### src/rtl/gray_counter_n_pkg.sv
// Shared Gray-code helpers and direction encodings for the Gray counter family.
package gray_pkg;

    // Count direction encodings for the Dir input.
    localparam logic DIR_UP   = 1'b1;
    localparam logic DIR_DOWN = 1'b0;

    // Widest counter the helper functions cover; narrower callers zero-extend.
    localparam int unsigned GRAY_MAX_W = 64;

    // Binary to reflected Gray code.
    function automatic logic [GRAY_MAX_W-1:0] bin2gray(input logic [GRAY_MAX_W-1:0] b);
        return b ^ (b >> 1);
    endfunction

    // Reflected Gray code to binary; leading zeros of a narrow value decode to zeros.
    function automatic logic [GRAY_MAX_W-1:0] gray2bin(input logic [GRAY_MAX_W-1:0] g);
        logic [GRAY_MAX_W-1:0] b;
        b[GRAY_MAX_W-1] = g[GRAY_MAX_W-1];
        for (int i = int'(GRAY_MAX_W) - 2; i >= 0; i--) begin
            b[i] = b[i+1] ^ g[i];
        end
        return b;
    endfunction

endpackage

### src/rtl/gray_counter_n_gray2bin.sv
// Combinational Gray-to-binary converter: each binary bit is the XOR of all
// Gray bits at or above it. Shared with the receiver-side synchroniser.
module gray2bin_n #(
    parameter int unsigned WIDTH = 3
) (
    input  logic [WIDTH-1:0] i_gray,
    output logic [WIDTH-1:0] o_bin_c
);

    // Prefix XOR from the MSB down, one reduction per output bit.
    for (genvar i = 0; i < int'(WIDTH); i++) begin : g_bit
        assign o_bin_c[i] = ^i_gray[WIDTH-1:i];
    end

endmodule

### src/rtl/gray_counter_n.sv
// N-bit Gray-code counter: up/down, parallel load, wrap or saturate at the
// ends, sticky overflow/underflow and a one-cycle end-event pulse.
module gray_counter_n
    import gray_pkg::*;
#(
    parameter int unsigned WIDTH    = 3,
    parameter bit          SATURATE = 1'b0
) (
    input  logic             Clk,
    input  logic             Reset,
    input  logic             En,
    input  logic             Dir,
    input  logic             Load,
    input  logic [WIDTH-1:0] LoadVal,
    input  logic             ClrFlags,
    output logic [WIDTH-1:0] Output,
    output logic [WIDTH-1:0] BinOut,
    output logic             Overflow,
    output logic             Underflow,
    output logic             Wrap
);

    localparam logic [WIDTH-1:0] MAX_BIN = '1;

    logic [WIDTH-1:0] r_bin;
    logic [WIDTH-1:0] r_gray;
    logic             r_ovf;
    logic             r_udf;
    logic             r_wrap;

    logic [WIDTH-1:0] w_load_bin;
    logic [WIDTH-1:0] w_bin_nxt;
    logic [WIDTH-1:0] w_gray_nxt;
    logic             w_ovf_set;
    logic             w_udf_set;
    logic             w_wrap_nxt;
    logic             w_at_top;
    logic             w_at_bot;

    gray2bin_n #(
        .WIDTH (WIDTH)
    ) u_load_dec (
        .i_gray  (LoadVal),
        .o_bin_c (w_load_bin)
    );

    // End detection works on the binary state, never on the Gray code.
    assign w_at_top = (r_bin == MAX_BIN);
    assign w_at_bot = (r_bin == '0);

    // Next binary state and end events; Load wins over En.
    always_comb begin
        w_bin_nxt  = r_bin;
        w_ovf_set  = 1'b0;
        w_udf_set  = 1'b0;
        w_wrap_nxt = 1'b0;
        if (Load) begin
            w_bin_nxt = w_load_bin;
        end else if (En) begin
            if (Dir == DIR_UP) begin
                if (w_at_top) begin
                    w_ovf_set  = 1'b1;
                    w_wrap_nxt = 1'b1;
                    w_bin_nxt  = SATURATE ? r_bin : '0;
                end else begin
                    w_bin_nxt = r_bin + WIDTH'(1);
                end
            end else if (Dir == DIR_DOWN) begin
                if (w_at_bot) begin
                    w_udf_set  = 1'b1;
                    w_wrap_nxt = 1'b1;
                    w_bin_nxt  = SATURATE ? r_bin : MAX_BIN;
                end else begin
                    w_bin_nxt = r_bin - WIDTH'(1);
                end
            end
        end
    end

    // Gray encode in front of the output register so Output and BinOut move together.
    assign w_gray_nxt = WIDTH'(bin2gray(GRAY_MAX_W'(w_bin_nxt)));

    // State, flags and pulse register; synchronous reset overrides everything.
    always_ff @(posedge Clk) begin
        if (!Reset) begin
            r_bin  <= '0;
            r_gray <= '0;
            r_ovf  <= 1'b0;
            r_udf  <= 1'b0;
            r_wrap <= 1'b0;
        end else begin
            r_bin  <= w_bin_nxt;
            r_gray <= w_gray_nxt;
            r_ovf  <= (r_ovf & ~ClrFlags) | w_ovf_set;
            r_udf  <= (r_udf & ~ClrFlags) | w_udf_set;
            r_wrap <= w_wrap_nxt;
        end
    end

    assign Output    = r_gray;
    assign BinOut    = r_bin;
    assign Overflow  = r_ovf;
    assign Underflow = r_udf;
    assign Wrap      = r_wrap;

endmodule

### config.mk
export PLATFORM = sky130hd
export DESIGN_NAME = gray_counter_n
export DESIGN_NICKNAME = d
export VERILOG_FILES = /design/src/rtl/gray_counter_n_pkg.sv /design/src/rtl/gray_counter_n_gray2bin.sv /design/src/rtl/gray_counter_n.sv
export SDC_FILE = /design/constraint.sdc
export NUM_CORES = 1
export LEC_CHECK = 0
export CAP_MARGIN = 20
export CELL_PAD_IN_SITES_DETAIL_PLACEMENT = 1
export CELL_PAD_IN_SITES_GLOBAL_PLACEMENT = 2
export CORE_MARGIN = 2
export CORE_UTILIZATION = 24
export DETAILED_ROUTE_END_ITERATION = 10
export GPL_ROUTABILITY_DRIVEN = 1
export GPL_TIMING_DRIVEN = 0
export PLACE_DENSITY = 0.86
export RECOVER_POWER = 25
export REMOVE_ABC_BUFFERS = 1
export SYNTH_ARGS = -nofsm -noshare
export SYNTH_HDL_FRONTEND = slang
export SYNTH_SLANG_ARGS = --single-unit
### constraint.sdc
create_clock -name Clk -period 1.85 [get_ports Clk]
set_input_delay 0.37 -clock Clk [delete_from_list [all_inputs] [get_ports Clk]]
set_output_delay 0.37 -clock Clk [all_outputs]
set_load 0.1 [all_outputs]
Word level (Yosys, flattened, before mapping)
Index checks and enable logic that the tools add are counted.

Flip-flop bits (word level): 9. Bits of input ports: 9. Output and inout bits: 9. Word-level logic and storage cells: 34.

Add/sub/neg operators: 2. Equality and inequality tests: 1. Multiplexer cells: 14. Bitwise logic cells: 8. Reductions and logical operators: 4.

Operators by type and width (count): two-way mux 3 bit (5); two-way mux 1 bit (9); adder 3 x 1 -> 3 bit (second input constant) (1); equality test 3 bit (second input constant) (1); logical NOT 3 bit (1); NOT 1 bit (3); OR reduction 3 bit (1); XOR reduction 3 bit (1); subtractor 3 x 1 -> 3 bit (second input constant) (1); bitwise XOR 3 x 2 -> 3 bit (1); AND 1 bit (2); bitwise OR 1 bit (2); XOR reduction 2 bit (1).

Depth between registers and ports, before layout
Depth after elaboration: 6. Mapped depth: 7. Depth with buffers taken out: 7.

Cells and area by module
A second synthesis with hierarchy kept.

Cell total of the unflattened synthesis: 50. Area, all modules: 499.2 sq um.

Modules (own cells, without submodules): gray_counter_n (times used 1, cells an instance 47, area an instance 459.2 sq um, seq. area each 160.2 sq um); gray2bin_n (times used 1, cells an instance 3, area an instance 40.0 sq um, seq. area each 0.0 sq um).

Worst setup path before layout
Ideal clock, no wire load.

Path type: register to register. Start point: register r_bin[0], in the netlist BinOut[0]. End point: register r_gray[1], in the netlist Output[1]. Library setup time: 115 ps. Arrival: 2335 ps. Data required time: 1735 ps. Slack: -600 ps. Stages on the path, launching flop included: 8. Path buffers: 0. Period minus slack after synthesis: 2450 ps. Cell sequence: dfxtp_1 inv_1 ha_1 or3_1 a221oi_2 o31ai_2 xnor2_1 and2_1.

Word-level cells in the longest chain between the ends: 6. Elaborated cells on any way between the ends: 10. Those cells by class: 2 x add/sub; 1 x eq/ne; 5 x mux; 1 x bitwise; 1 x reduce/logical.

Ends and longest elaborated chain: from (decl) (RTL line gray_counter_n.sv:25) `logic [WIDTH-1:0] r_bin;`; from (signal assigned) (RTL line gray_counter_n.sv:92) `r_bin <= w_bin_nxt;`; subtractor 3 x 1 -> 3 bit, or another cell as far along (RTL line gray_counter_n.sv:74) `w_bin_nxt = r_bin - WIDTH'(1);`; two-way mux 3 bit (on tied branches) (RTL line gray_counter_n.sv:69, gray_counter_n.sv:61); two-way mux 3 bit (*) (RTL line gray_counter_n.sv:60) `if (Dir == DIR_UP) begin`; two-way mux 3 bit (*) (RTL line gray_counter_n.sv:59) `end else if (En) begin`; two-way mux 3 bit (*) (RTL line gray_counter_n.sv:57) `if (Load) begin`; bitwise XOR 3 x 2 -> 3 bit (*) (RTL line gray_counter_n_pkg.sv:13) `return b ^ (b >> 1);`; to (signal assigned) (RTL line gray_counter_n.sv:93) `r_gray <= w_gray_nxt;`; to (decl) (RTL line gray_counter_n.sv:26) `logic [WIDTH-1:0] r_gray;`.

Mark *: on every way between the ends. The rest lies on a longest branch, timed or not. A chain may end at the register's enable or synchronous reset.

Worst setup path in the final report
Start point: input Dir. End point: register r_gray[1], in the netlist Output[1].

Word-level cells in the longest chain between the ends: 4.

Ends and longest elaborated chain: from (decl) (RTL line gray_counter_n.sv:12) `input logic Dir,`; two-way mux 3 bit (RTL line gray_counter_n.sv:60); two-way mux 3 bit (RTL line gray_counter_n.sv:59); two-way mux 3 bit (RTL line gray_counter_n.sv:57); bitwise XOR 3 x 2 -> 3 bit (RTL line gray_counter_n_pkg.sv:13).

Every way passes these cells.

==> impl_metrics.ini <==
[yosys]
synth_top_area_share_pct = 32.3
syn_area_per_cell_um2 = 9.35
synth.area.top_cells = dfxtp_1 (32%), ha_1 (10%), a221oi_2 (9.1%)
ys_ff_latch = 8
synth_edf_count = 0
synth_warnings = 0
synth_ff_type = dfxtp_1
netlist_area_um2 = 495
synthDistinctLibCells = 24
synth.top_cells.by_count = dfxtp_1 (8), ha_1 (4), inv_1 (4), nor2b_1 (4)
ys_seq_area_share_pct = 32.3
synthCells = 53
synth_most_common_cell = dfxtp_1
synthArstFlopShare_pct = 0
synth_top_cell_by_area = dfxtp_1

[place]
dpl.hpwl_um = 875
pre_cts_slack_ns = -0.149
post_dp_cell_area_um2 = 684
place.gp.congestion = 0.732
numPortBuffers = 17

[global_routing]
grt_first_pass_wirelength_mm = 2.05
grt_overflow = 0
grt_antenna_before_repair = 0
grt_usage_pct = 11.4
grt_pass1_vias = 444
grt_max_degree = 9

[job]
cap_viol_max_count = 0

[layout]
finalInstanceArea_um2 = 748
final_core_util_pct = 38.1
diodes = 0
drive_gt1_share_pct = 29.2
synthToLayoutAreaGrowth_pct = 51.0
nNetsFinal = 87
multi_input_area_um2 = 335
regArea_um2 = 165
num-fill-cells = 254

[sta]
timing.final.hold_violations = 0
max_freq_mhz = 556
min_period_over_period_pct = 97.2
worst_pin_slew_ns = 0.951
relSlewSlack_pct = 36.9
slew_viol_final = 0
setup_slack_ns = 0.0522
final.setup.tns_ns = 0
fin_skew_ns = 0.00553
setup_viol = 0
period_needed_ns = 1.80

[routing]
viasPerCell = 4.54
drt-total-wl_mm = 1.19
avgRoutedWirePerCell_um = 12.0
dr.first_iter.drc_count = 4
drtPass1Iterations = 4
detail-route-antenna-nets = 0
post-route-drc-count = 0
vias = 449

[worst_setup_path]
timing.rr.start = BinOut[0]
crit_type = in2reg
r2r_slack_ns = 0.06
cp-start-kind = primary input
crit_start = Dir
crit_fanout = 8
endpoint_kind = flop
crit_required_ns = 1.99
r2r_end = Output[1]
cp.arrival_ns = 1.94
r2r_cells = 8

[clock_network]
cts_tree = yes
cts_sinks = 8
clk_pin_slew_ns = 0.05
clk_latency_ns = 0.25
cts_buffers = 3
clk_path_buf_depth = 2
root_buffer = clkbuf_4
htreeDepth = 1

[power_and_ir_drop]
total_power_uw = 593
irDropWorstVdd_mv = 0.326
p_per_area_nw_per_um2 = 792
power_leakage_nw = 0.307

[die]
die_y_um = 49.4
placementRows = 16
dieArea_um2 = 2440
core_um2 = 1960
initial_core_util_pct = 25.3
pin_count = 18
dieWidth_um = 49.4

[worst_hold_path]
worstHoldEndpoint = Underflow
hold_start = Underflow
min_path_cells = 2
hp-class = reg2reg

[status]
status = finished clean
-- worst max-delay path, stage by stage --
cell and delay, ns:
clkdlybuf4s50_1 0.67, nor2b_1 0.10, a221oi_2 0.29, a221oi_2 0.06, buf_4 0.17, xnor2_1 0.12, and2_1 0.15
-- power breakdown --
group	internal (mW)	switching, mW
Clock	0.0742	0.0581
Combinational	0.0840	0.179
Sequential	0.187	0.0101
Total	0.345	0.247
-- layer usage --
| metal | track usage (%) | wire [um] | up-vias |
|---|---|---|---|
| met3 | 6.13 | 73 | 2 |
| met2 | 17.8 | 613 | 16 |
| li1 | - | - | 221 |
| met5 | 0 | 0 | - |
| met1 | 12.5 | 485 | 210 |
| met4 | 5.56 | 14 | 0 |
-- flip-flops by register name, indices dropped and copies added, names as in the netlist --
register	cells
Wrap	1
Underflow	1
Output	2
Overflow	1
BinOut	3
-- cells in the final DEF (no fill, tap or decap), types with 2 or more instances in the layout --
master	Yosys	final
dlygate4sd2_1	0	3
xnor2_1	2	2
xor2_1	2	2
a21oi_1	2	2
ha_1	4	2
a221oi_2	3	2
and2_1	3	3
nor2_1	3	3
nand2_1	2	2
o21ai_0	2	2
clkdlybuf4s15_2	0	4
nor2b_1	4	4
ha_2	0	2
clkbuf_4	0	3
clkdlybuf4s50_1	0	6
inv_1	4	4
dfxtp_1	8	6
nand2b_1	2	2
-- area by class of cell --
| class | count | area share, % |
|---|---|---|
| clock buffers | 3 | 3.01 |
| inverters | 4 | 2.01 |
| multi-input cells | 39 | 44.8 |
| flip-flops and latches | 8 | 22.1 |
| well taps | 27 | 4.52 |
| repair buffers | 18 | 23.6 |
-- logic make-up after synthesis --
group | share of synthesized area [%]
and+or+nand+nor | 22.0
AOI/OAI and AO/OA | 22.5
DFF | 32.3
buffers and inverters | 6.06
xor gates and xnor gates | 7.07
adders and majority gates | 10.1
-- per-stage QoR --
step | std cells | hold WS [ns]
6_report | 99 | 0.509
4_1_cts | 98 | 0.512
5_1_grt | 99 | 0.554
3_3_place_gp | 95 | 0.492
2_1_floorplan | 51 | 0.492
3_5_place_dp | 95 | 0.504
-- how the worst max path moves through the flow --
stage          depth (start not counted)        end  slack, ns
2_1_floorplan                          5  Output[1]      -0.99
3_3_place_gp                           6  Output[0]      -0.15
3_5_place_dp                           6  Output[0]      -0.15
4_1_cts                                7  Output[1]      0.008
5_1_grt                                7  Output[0]      -0.01
6_report                               7  Output[1]       0.05
-- what timing repair did --
item	in CTS	in global routing
resized for setup	18	11
pin swaps	0	3
buffers inserted	0	1
endpoints found under the setup margin	10	5
hold buffers	0	0
No activity file was read; power rests on OpenSTA's default activity.
